$ cat config.mk
export PLATFORM = sky130hd
export DESIGN_NAME = irq_dispatch
export DESIGN_NICKNAME = d
export VERILOG_FILES = /design/src/rtl/irq_dispatch.sv
export SDC_FILE = /design/constraint.sdc
export NUM_CORES = 1
export LEC_CHECK = 0
export CAP_MARGIN = 20
export CELL_PAD_IN_SITES_DETAIL_PLACEMENT = 0
export CELL_PAD_IN_SITES_GLOBAL_PLACEMENT = 1
export CORE_MARGIN = 1
export CORE_UTILIZATION = 40
export DETAILED_ROUTE_END_ITERATION = 8
export PLACE_DENSITY_LB_ADDON = 0.1
export SLEW_MARGIN = 10
export SYNTH_ARGS = -nofsm -noshare
export SYNTH_HDL_FRONTEND = slang
export SYNTH_SLANG_ARGS = --single-unit
$ cat constraint.sdc
create_clock -name clk -period 3.3 [get_ports clk]
set_clock_uncertainty 0.2 [all_clocks]
set_input_delay 0.66 -clock clk [delete_from_list [all_inputs] [get_ports clk]]
set_output_delay 0.66 -clock clk [all_outputs]
set_load 0.1 [all_outputs]
$ cat src/rtl/irq_dispatch.sv
// Interrupt dispatcher: collects encoded requests into a pending set, offers the highest
// pending id to the CPU, then runs the ack/end-of-interrupt handshake with a withdraw timeout.
module irq_dispatch #(
  parameter int unsigned VEC_W    = 8,
  parameter int unsigned VEC_BASE = 32'h20,
  parameter int unsigned TIMEOUT  = 16
) (
  input  logic             clk,
  input  logic             rstN,
  input  logic             irq_valid,
  input  logic [2:0]       irq_id,
  input  logic             int_en,
  input  logic             cpu_ack,
  input  logic             cpu_eoi,
  output logic             irq_out,
  output logic [VEC_W-1:0] vector,
  output logic [7:0]       in_service,
  output logic [7:0]       pending,
  output logic             busy,
  output logic [7:0]       drop_cnt
);

  localparam int unsigned TMR_W = $clog2(TIMEOUT + 1);

  typedef enum logic [1:0] {IDLE, REQ, SERVICE} state_t;

  state_t           state;
  logic [2:0]       sel;
  logic [TMR_W-1:0] timer;

  logic [2:0] top_id;
  logic       grant;
  logic       withdraw;
  logic       drop;
  logic [7:0] set_mask;
  logic [7:0] clr_mask;
  logic [7:0] restore_mask;

  function automatic logic [VEC_W-1:0] vec_of(input logic [2:0] id);
    return VEC_W'(VEC_BASE + 32'(id) * 32'd4);
  endfunction

  // NOTE: every variable gets a default at the top of always_comb so no path leaves it
  // unassigned; otherwise synthesis infers a latch.
  always_comb begin
    top_id = '0;
    for (int i = 0; i < 8; i++) begin
      if (pending[i]) top_id = 3'(i);
    end
    grant        = (state == IDLE) && int_en && (pending != 8'h00);
    withdraw     = (state == REQ) && !cpu_ack &&
                   ((timer == TMR_W'(TIMEOUT)) || !int_en);
    set_mask     = irq_valid ? (8'b1 << irq_id) : 8'h00;
    clr_mask     = grant ? (8'b1 << top_id) : 8'h00;
    restore_mask = withdraw ? (8'b1 << sel) : 8'h00;
    // A same-edge grant of this id frees the bit, so the new strobe is not a merge.
    drop         = irq_valid && pending[irq_id] && !clr_mask[irq_id];
  end

  // NOTE: state is written only with non-blocking assignments so every register samples
  // the pre-edge values, independent of statement order.
  always_ff @(posedge clk or negedge rstN) begin
    if (!rstN) begin
      state      <= IDLE;
      sel        <= '0;
      timer      <= '0;
      irq_out    <= 1'b0;
      vector     <= '0;
      in_service <= '0;
      pending    <= '0;
      busy       <= 1'b0;
      drop_cnt   <= '0;
    end else begin
      // Set wins over the grant clear; restore puts a withdrawn request back.
      pending <= (pending & ~clr_mask) | set_mask | restore_mask;
      if (drop && (drop_cnt != 8'hFF)) drop_cnt <= drop_cnt + 8'd1;

      case (state)
        IDLE: begin
          if (grant) begin
            sel     <= top_id;
            vector  <= vec_of(top_id);
            irq_out <= 1'b1;
            timer   <= TMR_W'(1);
            busy    <= 1'b1;
            state   <= REQ;
          end
        end
        REQ: begin
          if (cpu_ack) begin
            irq_out    <= 1'b0;
            in_service <= 8'b1 << sel;
            state      <= SERVICE;
          end else if (withdraw) begin
            irq_out <= 1'b0;
            vector  <= '0;
            busy    <= 1'b0;
            state   <= IDLE;
          end else begin
            timer <= timer + TMR_W'(1);
          end
        end
        SERVICE: begin
          if (cpu_eoi) begin
            in_service <= '0;
            vector     <= '0;
            busy       <= 1'b0;
            state      <= IDLE;
          end
        end
        default: begin
          state <= IDLE;
          busy  <= 1'b0;
        end
      endcase
    end
  end

endmodule

Yosys cells after proc, flatten, opt, wreduce, memory -nomap -nowiden
Index checks and enable logic that the tools add are counted.
Storage, ports and cells
  bits in registers: 44
  output and inout bits: 34
  latch bits: 0
  memory bits (writable): 0
  ROM bits: 0
  memories: 0
Cells by class
  shifts and indexed selects: 3
  add/sub/neg operators: 3
  multiply operators: 0
  multiplexer cells: 37
  order comparisons: 1
  equal/unequal tests: 11
  reductions and logical operators: 23
  bitwise operators: 4
  divide/modulo/power cells: 0
Operators with widths (number)
  $mux 8: 8
  $pmux 8 s3: 1
  $shl 1x3->8 const A: 3
  $or 8x8->8: 2
  $pmux 8 s2: 1
  $mux 3: 5
  $mux 5: 3
  $ne 2x2->1 const B: 6
  $mux 2: 5
  $pmux 5 s2: 1
  $reduce_and 3->1: 3
  $add 8x1->8 const B: 1
  $and 8x8->8: 1
  $mux 1: 8
  $ne 8x8->1 const B: 1
  $not 8->8: 1
  $reduce_and 4->1: 2
  $reduce_bool 8->1: 1
  $add 6x5->7 const A: 1
  $logic_and 1x1->1: 7
  $bmux 1 s3: 2
  $pmux 2 s3: 1
  $add 5x1->5 const B: 1
  $eq 5x5->1 const B: 1
  other kinds (13): 16

Logic depth before layout (Yosys ltp)
Gate-level depths: netlist (run 1).
  word-level depth: 14
  depth in mapped cells: 10
  gate-level depth less buffers: 8

Worst setup path after synthesis (run 1)
OpenSTA, ideal clock, no wires.
  path kind: flip-flop to flip-flop
  start point: register pending[5]
  end point: register drop_cnt[1]
  clock period less this slack: 2859 ps
  required time: 2974 ps
  path slack: 441 ps
  library setup time: 126 ps
  path buffers: 1
  stages on the path, launching flop included: 8
  data arrival time: 2533 ps
  path through: dfrtp_1 -> buf_6 -> or4_4 -> nor3_4 -> o211ai_1 -> o221ai_4 -> nor2_2 -> mux2_4
Between the ends
  word-level cells in the longest chain between the ends: 10
  elaborated cells between the ends (all ways): 15
  classes of those cells: 1 x shift; 8 x mux; 6 x reduce/logical
Ends and longest elaborated chain
  start, declared: RTL line 18  | output logic [7:0] pending,
  start signal, assigned: RTL line 75  | pending <= (pending & ~clr_mask) | set_mask | restore_mask;
  $mux 3 (3 in a row): RTL line 48  | if (pending[i]) top_id = 3'(i);
  $shl 1x3->8: RTL line 54  | clr_mask = grant ? (8'b1 << top_id) : 8'h00;
  $mux 8: RTL line 54
  $bmux 1 s3: RTL line 57  | drop = irq_valid && pending[irq_id] && !clr_mask[irq_id];
  $mux 1 (not written as such): RTL line 57
  $logic_not 1->1: RTL line 57
  $logic_and 1x1->1 (*): RTL line 57
  $logic_and 1x1->1 (*): RTL line 76  | if (drop && (drop_cnt != 8'hFF)) drop_cnt <= drop_cnt + 8'd1;
  end signal, assigned: RTL line 76
  end, declared: RTL line 20  | output logic [7:0] drop_cnt
Every way passes the cells marked *; elsewhere a longest branch is shown, timed or not. The select of a mux whose other input is x is not followed.
A chain may end at the register's enable or synchronous reset.

Worst setup path in the final report (run 1)
  start point: input port irq_id[0]
  end point: register drop_cnt[1]
Between the ends
  word-level cells in the longest chain between the ends: 5
  elaborated cells between the ends (all ways): 8
  classes of those cells: 4 x mux; 4 x reduce/logical
Ends and longest elaborated chain
  start, declared: RTL line 11  | input logic [2:0] irq_id,
  $bmux 1 s3: RTL line 57
  $mux 1 (not written as such): RTL line 57
  $logic_and 1x1->1 or $logic_not 1->1 (tied branches): RTL line 57
  $logic_and 1x1->1 (*): RTL line 57
  $logic_and 1x1->1 (*): RTL line 76
Marks and branches as above.

==> impl_results.md, run 1 <==
- Outcome: finished, final reports clean
- Maximum number of pins on one net before global-route repair: 41
- Die extent in y: about 80 µm
- Share of layout cells above drive strength 1: 0.210
- Gr ovfl total: 0
- Seq cells post-synth: 40
- Top FF cell, synth: sky130_fd_sc_hd__dfrtp_1
- Number of nets in the layout: 296
- Hold crit path type: reg -> reg
- Critical Path Start Type: input pin
- Reg2reg start: pending[5]
- Wire length of the first global-routing pass: 9450 µm
- I/O pin count: 43
- Timing startpoint of the critical path: irq_id[0]
- Critical Path Fanout Max: 10
- Synthesized-area fraction occupied by xor and xnor cells: 0.0336
- Number of hold buffers added after cts: 0
- Worst Tran Pin Value: 0.913 ns
- Antenna violations before repair: 0
- Critical path capture point: drop_cnt[1]
- Clock latency on the worst-skew pair: just under 0.3 ns
- Placed wire-length estimate: 3750 µm
- ANT nets after route: 0
- Final cycle utilization of the critical path: 0.861
- Multiplexer share of the synthesized area: 0.0362
- Min cycle time layout: 2.84 ns
- Setup repair after global routing missed its margin: no
- Count of flip-flops with a built-in enable after synthesis: 0
- Arrival time at the worst endpoint: 2.82 ns
- Post-cts sizing count: 0
- Total die area: 6180 µm²
- Area fraction in and, or, nand and nor cells after synthesis: 0.225
- Num CTS Buffers: 5
- Normalized max-slew margin: 0.391
- Dominant combinational cell family by area after synthesis: simple AND/OR/NAND/NOR gates
- Post-synthesis area per instance: around 9.9 µm²
- PortBufs: 38
- Count of vias placed by the detailed router: 1901
- Ant diodes: 0
- Root buffer cell: sky130_fd_sc_hd__clkbuf_8
- WS Path Type: in -> reg
- Count of endpoints failing setup in the final report: 0
- Worst-case reg-to-reg path depth: 6
- Routability Congestion: 0.763
- Initial cell density of the core: 0.421
- Synthesized-area fraction occupied by ao, oa, aoi and oai cells: 0.178
- Register-to-Register Setup Slack: 0.79 ns
- Detailed Route WL: 5230 µm
- Reg clk slew, reported paths: 0.08 ns
- Final max-slew violation count: 0
- Max-cap violations: 0
- Sequential element share of the synthesized area: 0.426
- Synthesized-area fraction occupied by adder cells: 0.0373
- Die width: 78.6 µm
- Total number of placement rows: 27
- TritonCTS clock tree: built
- Fraction of registers with async set or reset after synthesis: 1.00
- Area of the placeable core: between 5000 and 6000 µm²
- Number of global-route vias before repair: around 1.9k
- Buffer levels on the longest clock path: 2
- Number of distinct library cell variants in the gate-level netlist after synthesis: 60
- Post-CTS Repair Setup Buffers: 0
- Final routed wire length divided by cell count: 14.8 µm
- Number of cells produced by synthesis: roughly 240
- # H-tree levels: 2
- First-pass iteration count of the detailed router: 4
- Endpoint required time on the critical path: 3.28 ns
- Iteration-0 DRC count of the detailed router: 215
- Post-Syn Area: around 2300 µm²
- DR vias/cell: around 5.4
- Endpoint kind of the worst setup timing path: register
- Number of clock sinks: 40
- Overall global routing resource usage: 0.194
- Aggregate negative setup slack: 0 ns
- Final hold violation count: 0
- Capture instance of the worst register-to-register path: drop_cnt[1]
- Area Overhead vs Synth: 19.3%
- Number of warnings reported in the yosys synthesis log: 0
- Highest clock frequency the design can meet: 0.352 GHz
- Post-route DRC violation count: 0
==> cells by family after synthesis <==
kind of cell             count (synthesis)
buffers and inverters                   21
flip-flops                              40
multiplexers                             6
adder cells (fa/ha/maj)                  7
other                                    1
AO/OA/AOI/OAI                           58
AND/OR/NAND/NOR                         96
XOR/XNOR                                 9
==> per-stage QoR <==
step / utilization / setup WS, ns / instances / cell area (µm²) / hold WS [ns]
floorplan: - / 0.441 / 241 / 2360 / 0.164
global placement: 0.483 / 0.192 / 345 / 2690 / 0.267
detailed placement: 0.483 / 0.157 / 345 / 2690 / 0.263
CTS: 0.503 / 0.481 / 353 / 2800 / 0.282
global route: 0.503 / 0.274 / 353 / 2800 / 0.323
finish: 0.503 / 0.458 / 353 / 2800 / 0.282
==> Yosys cell counts, drive strengths merged (4+ instances only) <==
master,instances,share of area
a21oi,6,0.013
and3,5,0.013
buf,12,0.047
dfrtp,40,0.43
ha,7,0.037
inv,7,0.011
mux2,4,0.021
nand2,27,0.044
nand2b,8,0.021
nand3,8,0.017
nand4,4,0.011
nor2,10,0.018
nor2b,6,0.016
nor3,11,0.028
o21ai,18,0.038
o221ai,5,0.026
o31ai,5,0.016
o41ai,8,0.030
xor2,8,0.030
==> worst min path at each step <==
stage                              from             to  slack (ns)  depth (start not counted)
final                     in_service[2]  in_service[2]        0.28                          2
after global routing      in_service[5]  in_service[5]        0.32                          2
after CTS                 in_service[2]  in_service[2]        0.28                          2
after detailed placement  in_service[2]  in_service[2]        0.26                          2
after global placement    in_service[7]  in_service[7]        0.27                          2
after floorplan                    rstN           busy        0.16                          0
==> flip-flops by register name, summed over array words and instances (netlist names) <==
register and count:
busy 1, drop_cnt 8, in_service 8, irq_out 1
pending 8, sel 3, state 2, timer 5
vector 4
==> layer usage <==
| metal | up-vias | share of wire | global-route usage |
|---|---|---|---|
| met3 | 7 | 0.046 | 0.0291 |
| met4 | 0 | 0.012 | 0.0648 |
| met5 | - | 0 | 0 |
| met2 | 44 | 0.42 | 0.279 |
| li1 | 959 | - | - |
| met1 | 891 | 0.52 | 0.293 |
==> area by class of cell <==
class / count / area [µm²]
Clock buffer: 5 / 68.8
Clock inverter: 3 / 42.5
Fill cell: 536 / 2770
Inverter: 7 / 26.3
Multi-Input combinational cell: 180 / 1210
Sequential cell: 40 / 1000
Tap cell: 72 / 90.1
Timing Repair Buffer: 46 / 360
==> worst max-delay path, cell delays in order <==
cell and delay [ns]:
sky130_fd_sc_hd__clkdlybuf4s50_1 0.58, sky130_fd_sc_hd__mux4_1 0.42, sky130_fd_sc_hd__nor2b_1 0.05, sky130_fd_sc_hd__nor3_1 0.37, sky130_fd_sc_hd__nand3_1 0.24, sky130_fd_sc_hd__nor2_2 0.19
sky130_fd_sc_hd__mux2_4 0.31
==> cell usage in the layout (no fill, tap or decap), drive strengths merged, types with 4 or more instances in the layout <==
cell type | Yosys | routed
a21oi | 6 | 6
and3 | 5 | 5
buf | 12 | 39
clkbuf | 2 | 5
clkdlybuf4s50 | 0 | 7
conb | 1 | 4
dfrtp | 40 | 40
ha | 7 | 7
inv | 7 | 7
mux2 | 4 | 4
nand2 | 27 | 27
nand2b | 8 | 8
nand3 | 8 | 8
nand4 | 4 | 4
nor2 | 10 | 10
nor2b | 6 | 6
nor3 | 11 | 11
o21ai | 18 | 18
o221ai | 5 | 5
o31ai | 5 | 5
o41ai | 8 | 8
xor2 | 8 | 8
Power of run 1 is not shown: default switching activity piles up to over one toggle a cycle in this logic, so the estimate is an artifact.
==> inputs of run 2 (changes only) <==
--- a/config.mk
+++ b/config.mk
@@ -11,7 +11,7 @@
 export CORE_MARGIN = 1
 export CORE_UTILIZATION = 40
 export DETAILED_ROUTE_END_ITERATION = 8
-export PLACE_DENSITY_LB_ADDON = 0.1
+export PLACE_DENSITY = 0.82
 export SLEW_MARGIN = 10
 export SYNTH_ARGS = -nofsm -noshare
 export SYNTH_HDL_FRONTEND = slang
==> run 2 against run 1 <==
Against the previous run: worst setup slack improved by 0.11 ns; via count increased by 1.4%; utilization decreased by 0.70 points; non-clock buffer count is 2 lower; largest cell class unchanged; critical path type unchanged; first-iteration DRC count is 62% lower; register-to-register slack got worse by 0.08 ns; highest routed layer unchanged.
==> impl_results.md, run 2 (same netlist as run 1, synthesis figures left out) <==
- First-pass iteration count of the detailed router: 4 (unchanged)
- Cells along the critical path: clkdlybuf4s50_1 > mux4_1 > nor2b_1 > nor3_1 > nand3_1 > nor2_2 > mux2_4 (unchanged)
- Registers with the most flip-flops: drop_cnt x8, in_service x8, pending x8 (unchanged)
- Critical Path Start Type: input pin (unchanged)
- Most frequent standard cell in the layout excluding fill and tap cells: sky130_fd_sc_hd__dfrtp_1 (unchanged)
- Post-route DRC violation count: 0 (unchanged)
- Final max-slew violation count: 0 (unchanged)
- Buf+Inv Stages, Crit Path: 1 (unchanged)
- Die width: 78.6 µm (unchanged)
- Crit path max-delay cell type: sky130_fd_sc_hd__clkdlybuf4s50_1 (unchanged)
- PortBufs: 38 (unchanged)
- Normalized max-slew margin: 0.408 (was 0.391)
- Number of clock sinks: 40 (unchanged)
- Root buffer cell: sky130_fd_sc_hd__clkbuf_8 (unchanged)
- DR vias/cell: 5.49 (was 5.39)
- Endpoint kind of the worst setup timing path: register (unchanged)
- Seq. cell area: 1000 µm² (unchanged)
- Endpoint required time on the critical path: 3.28 ns (about the same)
- Count of vias placed by the detailed router: 1927 (was 1901)
- Number of hold buffers added after cts: 0 (unchanged)
- Count of endpoints failing setup in the final report: 0 (unchanged)
- Commonest cells after routing, fill and taps aside: sky130_fd_sc_hd__dfrtp_1, sky130_fd_sc_hd__buf_4, sky130_fd_sc_hd__nand2_1 (unchanged)
- Area of the placeable core: 5570 µm² (unchanged)
- Number of global-route vias before repair: 1790 (was 1885)
- Critical Path Fanout Max: 7 (was 10)
- Share of layout cells above drive strength 1: 0.204 (was 0.210)
- Total number of placement rows: 27 (unchanged)
- Aggregate negative setup slack: 0 ns (unchanged)
- I/O pin count: 43 (unchanged)
- Number of nets in the layout: 294 (was 296)
- Final hold violation count: 0 (unchanged)
- WS Path Type: in -> reg (unchanged)
- Gr ovfl total: 0 (unchanged)
- Wire length of the first global-routing pass: 8650 µm (was 9450 µm)
- Detailed Route WL: 5060 µm (was 5230 µm)
- Routability Congestion: 0.779 (was 0.763)
- Family of cells with the greatest summed delay on the critical path: simple AND/OR/NAND/NOR gates (unchanged)
- Buffer levels on the longest clock path: 2 (unchanged)
- Delay contributed by the slowest stage of the critical path: 0.53 ns (was 0.58 ns)
- Min cycle time layout: 2.74 ns (was 2.84 ns)
- Final cycle utilization of the critical path: 0.829 (was 0.861)
- Highest clock frequency the design can meet: 0.365 GHz (was 0.352 GHz)
- Cell count along the critical path: 7 (unchanged)
- Ant diodes: 0 (unchanged)
- Arrival time at the worst endpoint: 2.72 ns (was 2.82 ns)
- Overall global routing resource usage: 0.178 (was 0.194)
- ANT nets after route: 0 (unchanged)
- Placed wire-length estimate: 3700 µm (was 3750 µm)
- Reg clk slew, reported paths: 0.09 ns (was 0.08 ns)
- Post-CTS Repair Setup Buffers: 0 (unchanged)
- Iteration-0 DRC count of the detailed router: 81 (was 215)
- TritonCTS clock tree: built (unchanged)
- Outcome: finished, final reports clean (unchanged)
- Total die area: 6180 µm² (unchanged)
- Maximum number of pins on one net before global-route repair: 41 (unchanged)
- # H-tree levels: 2 (unchanged)
- Num CTS Buffers: 5 (unchanged)
- Die extent in y: 78.6 µm (unchanged)
- Fill cell total of the finished layout: 562 (was 536)
- Worst-case reg-to-reg path depth: 8 (was 6)
- Post-cts sizing count: 0 (unchanged)
- Clock latency on the worst-skew pair: 0.30 ns (was 0.29 ns)
- Worst Tran Pin Value: 0.888 ns (was 0.913 ns)
- Setup repair after global routing missed its margin: no (unchanged)
- Hold crit path type: in -> async (was reg -> reg)
- Area Overhead vs Synth: 17.7% (was 19.3%)
- Antenna violations before repair: 0 (unchanged)
- Area taken by multi-input logic gates: 1210 µm² (unchanged)
- Final routed wire length divided by cell count: 14.4 µm (was 14.8 µm)
- Initial cell density of the core: 0.421 (unchanged)
- Max-cap violations: 0 (unchanged)
- Core Util, Final: 0.496 (was 0.503)
==> run 2: cell count changes in the layout (fill, tap and decap cells not counted) <==
| cell | delta |
|---|---|
| sky130_fd_sc_hd__clkinvlp_4 | -1 |
| sky130_fd_sc_hd__bufinv_16 | -1 |
| sky130_fd_sc_hd__clkinv_4 | +1 |
| sky130_fd_sc_hd__buf_4 | -2 |
| sky130_fd_sc_hd__clkinv_2 | +1 |
==> run 2: worst reg2reg max path: stages (launching register included) <==
cell and delay (ns):
sky130_fd_sc_hd__dfrtp_1 0.42, sky130_fd_sc_hd__inv_1 0.11, sky130_fd_sc_hd__ha_1 0.37, sky130_fd_sc_hd__nand2_2 0.22
sky130_fd_sc_hd__nor3_4 0.25, sky130_fd_sc_hd__nand4b_1 0.18, sky130_fd_sc_hd__o221ai_4 0.33, sky130_fd_sc_hd__nor2_2 0.11
sky130_fd_sc_hd__mux2_4 0.30
==> run 2: through the flow <==
stage / setup slack (ns) / instances / area, µm² / hold slack, ns
finish: 0.564 / 351 / 2760 / 0.281
global route: 0.354 / 351 / 2760 / 0.312
CTS: 0.584 / 351 / 2760 / 0.294
detailed placement: 0.268 / 343 / 2680 / 0.272
global placement: 0.321 / 343 / 2680 / 0.263
floorplan: 0.441 / 241 / 2360 / 0.164
==> run 2: worst paths after layout <==
kind | startpoint | slack, ns | end
setup / recovery | irq_id[0] | 0.56 | drop_cnt[1]
hold / removal | rstN | 0.28 | in_service[3]
setup reg to reg | state[1] | 0.71 | drop_cnt[1]
hold reg to reg | in_service[3] | 0.29 | in_service[3]
max in group asynchronous | rstN | 2.06 | timer[3]
min in group clk | in_service[3] | 0.29 | in_service[3]
==> run 2: layout make-up <==
| cell class | count | area share |
|---|---|---|
| inverter | 7 | 0.00951 |
| clock inverter | 3 | 0.00679 |
| tap | 72 | 0.0326 |
| timing repair buffer | 44 | 0.125 |
| clock buffer | 5 | 0.0249 |
| sequential | 40 | 0.362 |
| multi-input combinational | 180 | 0.439 |
==> run 2: per-layer routing <==
metal / track usage / vias to the layer above / share of wire
met4: 0.0519 / 0 / 0.010
met5: 0 / - / 0
li1: - / 956 / -
met3: 0.0384 / 5 / 0.040
met2: 0.284 / 32 / 0.46
met1: 0.240 / 934 / 0.49
Power of run 2 is left out for the same reason.
==> inputs of run 3 (changes only) <==
==> constraint.sdc (replaced) <==
create_clock -name clk -period 2.65 [get_ports clk]
set_clock_uncertainty 0.2 [all_clocks]
set_input_delay 0.53 -clock clk [delete_from_list [all_inputs] [get_ports clk]]
set_output_delay 0.53 -clock clk [all_outputs]
set_load 0.1 [all_outputs]
==> run 3 against run 2 <==
Against the previous run: final cell count increased by 4.0%; sequential share of layout area decreased by 1.5 points; design area increased by 5.1%; via count is 4.2% higher; non-clock buffer count increased by 14; register-to-register slack worse by 0.46 ns; die area did not move.
==> impl_results.md, run 3 (same netlist as run 1, synthesis figures left out) <==
- Maximum number of pins on one net before global-route repair: 41 (unchanged)
- Setup repair after global routing missed its margin: no (unchanged)
- Area Overhead vs Synth: 23.7% (was 17.7%)
- Final cycle utilization of the critical path: 0.922
- DR vias/cell: 5.50 (was 5.49)
- WS Path Type: in -> reg (unchanged)
- Buffer levels on the longest clock path: 2 (unchanged)
- I/O pin count: 43 (unchanged)
- Crit path max-delay cell type: sky130_fd_sc_hd__mux4_1 (was sky130_fd_sc_hd__clkdlybuf4s50_1)
- Endpoint required time on the critical path: 2.63 ns (was 3.28 ns)
- Count of vias placed by the detailed router: 2008 (was 1927)
- Number of nets in the layout: 308 (was 294)
- Number of clock sinks: 40 (unchanged)
- Critical Path Fanout Max: 4 (was 7)
- Total die area: 6180 µm² (unchanged)
- Count of endpoints failing setup in the final report: 0 (unchanged)
- Min cycle time layout: about 2.4 ns
- TritonCTS clock tree: built (unchanged)
- Antenna violations before repair: 0 (unchanged)
- Endpoint kind of the worst setup timing path: register (unchanged)
- Die extent in y: 78.6 µm (unchanged)
- Commonest cells after routing, fill and taps aside: sky130_fd_sc_hd__buf_4, sky130_fd_sc_hd__dfrtp_1, sky130_fd_sc_hd__nand2_1 (was sky130_fd_sc_hd__dfrtp_1, sky130_fd_sc_hd__buf_4, sky130_fd_sc_hd__nand2_1)
- Gr ovfl total: 0 (unchanged)
- Delay contributed by the slowest stage of the critical path: 0.58 ns (was 0.53 ns)
- Area of the placeable core: 5570 µm² (unchanged)
- Most frequent standard cell in the layout excluding fill and tap cells: sky130_fd_sc_hd__buf_4 (was sky130_fd_sc_hd__dfrtp_1)
- Reg clk slew, reported paths: 0.08 ns (was 0.09 ns)
- Ant diodes: 0 (unchanged)
- PortBufs: 38 (unchanged)
- Final max-slew violation count: 0 (unchanged)
- First-pass iteration count of the detailed router: 4 (unchanged)
- # H-tree levels: 2 (unchanged)
- Iteration-0 DRC count of the detailed router: 117 (was 81)
- Max-cap violations: 0 (unchanged)
- Post-route DRC violation count: 0 (unchanged)
- Number of cells in the design after placement: 357 (was 343)
- Die width: 78.6 µm (unchanged)
- Routability Congestion: 0.803 (was 0.779)
- Clock latency on the worst-skew pair: 0.29 ns (was 0.30 ns)
- Fill cell total of the finished layout: 538 (was 562)
- Worst Tran Pin Value: 0.478 ns (was 0.888 ns)
- Critical Path Start Type: input pin (unchanged)
- Hold crit path type: in -> async (unchanged)
- Outcome: finished, final reports clean (unchanged)
- Normalized max-slew margin: 0.673 (was 0.408)
- Placed wire-length estimate: 3940 µm (was 3700 µm)
- Total number of placement rows: 27 (unchanged)
- Highest clock frequency the design can meet: 0.409 GHz
- Registers with the most flip-flops: drop_cnt x8, in_service x8, pending x8 (unchanged)
- Arrival time at the worst endpoint: 2.43 ns (was 2.72 ns)
- Final routed wire length divided by cell count: 14.8 µm (was 14.4 µm)
- Num CTS Buffers: 5 (unchanged)
- Overall global routing resource usage: 0.191 (was 0.178)
- Wire length of the first global-routing pass: 9110 µm (was 8650 µm)
- ANT nets after route: 0 (unchanged)
- Final hold violation count: 0 (unchanged)
- Detailed Route WL: 5420 µm (was 5060 µm)
- Number of global-route vias before repair: 1865 (was 1790)
- Root buffer cell: sky130_fd_sc_hd__clkbuf_8 (unchanged)
- Cells along the critical path: clkdlybuf4s50_1 > mux4_1 > nor2b_1 > nor3_2 > nand3_1 > nor2_2 > mux2_4 (was clkdlybuf4s50_1 > mux4_1 > nor2b_1 > nor3_1 > nand3_1 > nor2_2 > mux2_4)
- Share of layout cells above drive strength 1: 0.263 (was 0.204)
- Finished Layout Cells: 365 (was 351)
- Initial cell density of the core: 0.421 (unchanged)
[run 3: cell count changes in the layout (fill, tap and decap cells not counted), moves of 2 or more]
cell	previous run	this run
sky130_fd_sc_hd__dfrtp_2	0	5
sky130_fd_sc_hd__buf_4	36	50
sky130_fd_sc_hd__dfrtp_1	40	35
sky130_fd_sc_hd__nor3_2	0	2
sky130_fd_sc_hd__nor3_1	10	8
[run 3: critical path: cells and delay by family]
| kind | cells | cell delay (ns) |
|---|---|---|
| AND/OR/NAND/NOR | 4 | 0.48 |
| multiplexers | 2 | 0.88 |
| buffers and inverters | 1 | 0.55 |
[run 3: final timing paths]
| check | cells past startpoint | slack [ns] | endpoint | start |
|---|---|---|---|---|
| max | 7 | 0.21 | drop_cnt[1] | irq_id[0] |
| min | 2 | 0.08 | in_service[2] | rstN |
| max reg2reg | 7 | 0.25 | busy | pending[4] |
| min reg2reg | 2 | 0.28 | in_service[1] | in_service[1] |
| max in group asynchronous | 2 | 1.78 | pending[2] | rstN |
| min in group clk | 2 | 0.28 | in_service[1] | in_service[1] |
[run 3: layout make-up]
cell class / instances / area [µm²] / share of cell area
Clock buffer: 6 / 72.6 / 0.0250
Clock inverter: 2 / 35.0 / 0.0121
Tap cell: 72 / 90.1 / 0.0310
Inverter: 7 / 26.3 / 0.00905
Timing Repair Buffer: 58 / 450 / 0.155
Sequential cell: 40 / 1010 / 0.347
Multi-Input combinational cell: 180 / 1220 / 0.421
[run 3: timing repair]
item | in CTS | in global routing
endpoints found under the setup margin | 0 | 2
hold buffers | 0 | 0
buffers inserted | 0 | 0
resized for setup | 0 | 2
[run 3: metrics by stage]
| step | util | worst slack, ns | setup TNS [ns] | hold slack, ns | instance area (µm²) |
|---|---|---|---|---|---|
| 6_report | 0.521 | 0.207 | 0 | 0.0813 | 2900 |
| 5_1_grt | 0.521 | 0.113 | 0 | 0.129 | 2900 |
| 4_1_cts | 0.519 | 0.0869 | 0 | 0.101 | 2890 |
| 3_5_place_dp | 0.500 | -0.235 | -0.538 | 0.266 | 2790 |
| 3_3_place_gp | 0.500 | -0.165 | -0.251 | 0.264 | 2790 |
| 2_1_floorplan | - | 0.000753 | 0 | 0.0344 | 2360 |
[run 3: routing by layer]
metal / global-route usage / up-vias / routed length (µm) / share of wire
met3: 0.0430 / 4 / 241 / 0.044
met5: 0 / - / 0 / 0
met1: 0.271 / 971 / 2700 / 0.50
li1: - / 976 / - / -
met2: 0.291 / 57 / 2430 / 0.45
met4: 0.0500 / 0 / 37 / 0.0068
Power of run 3 is left out for the same reason.
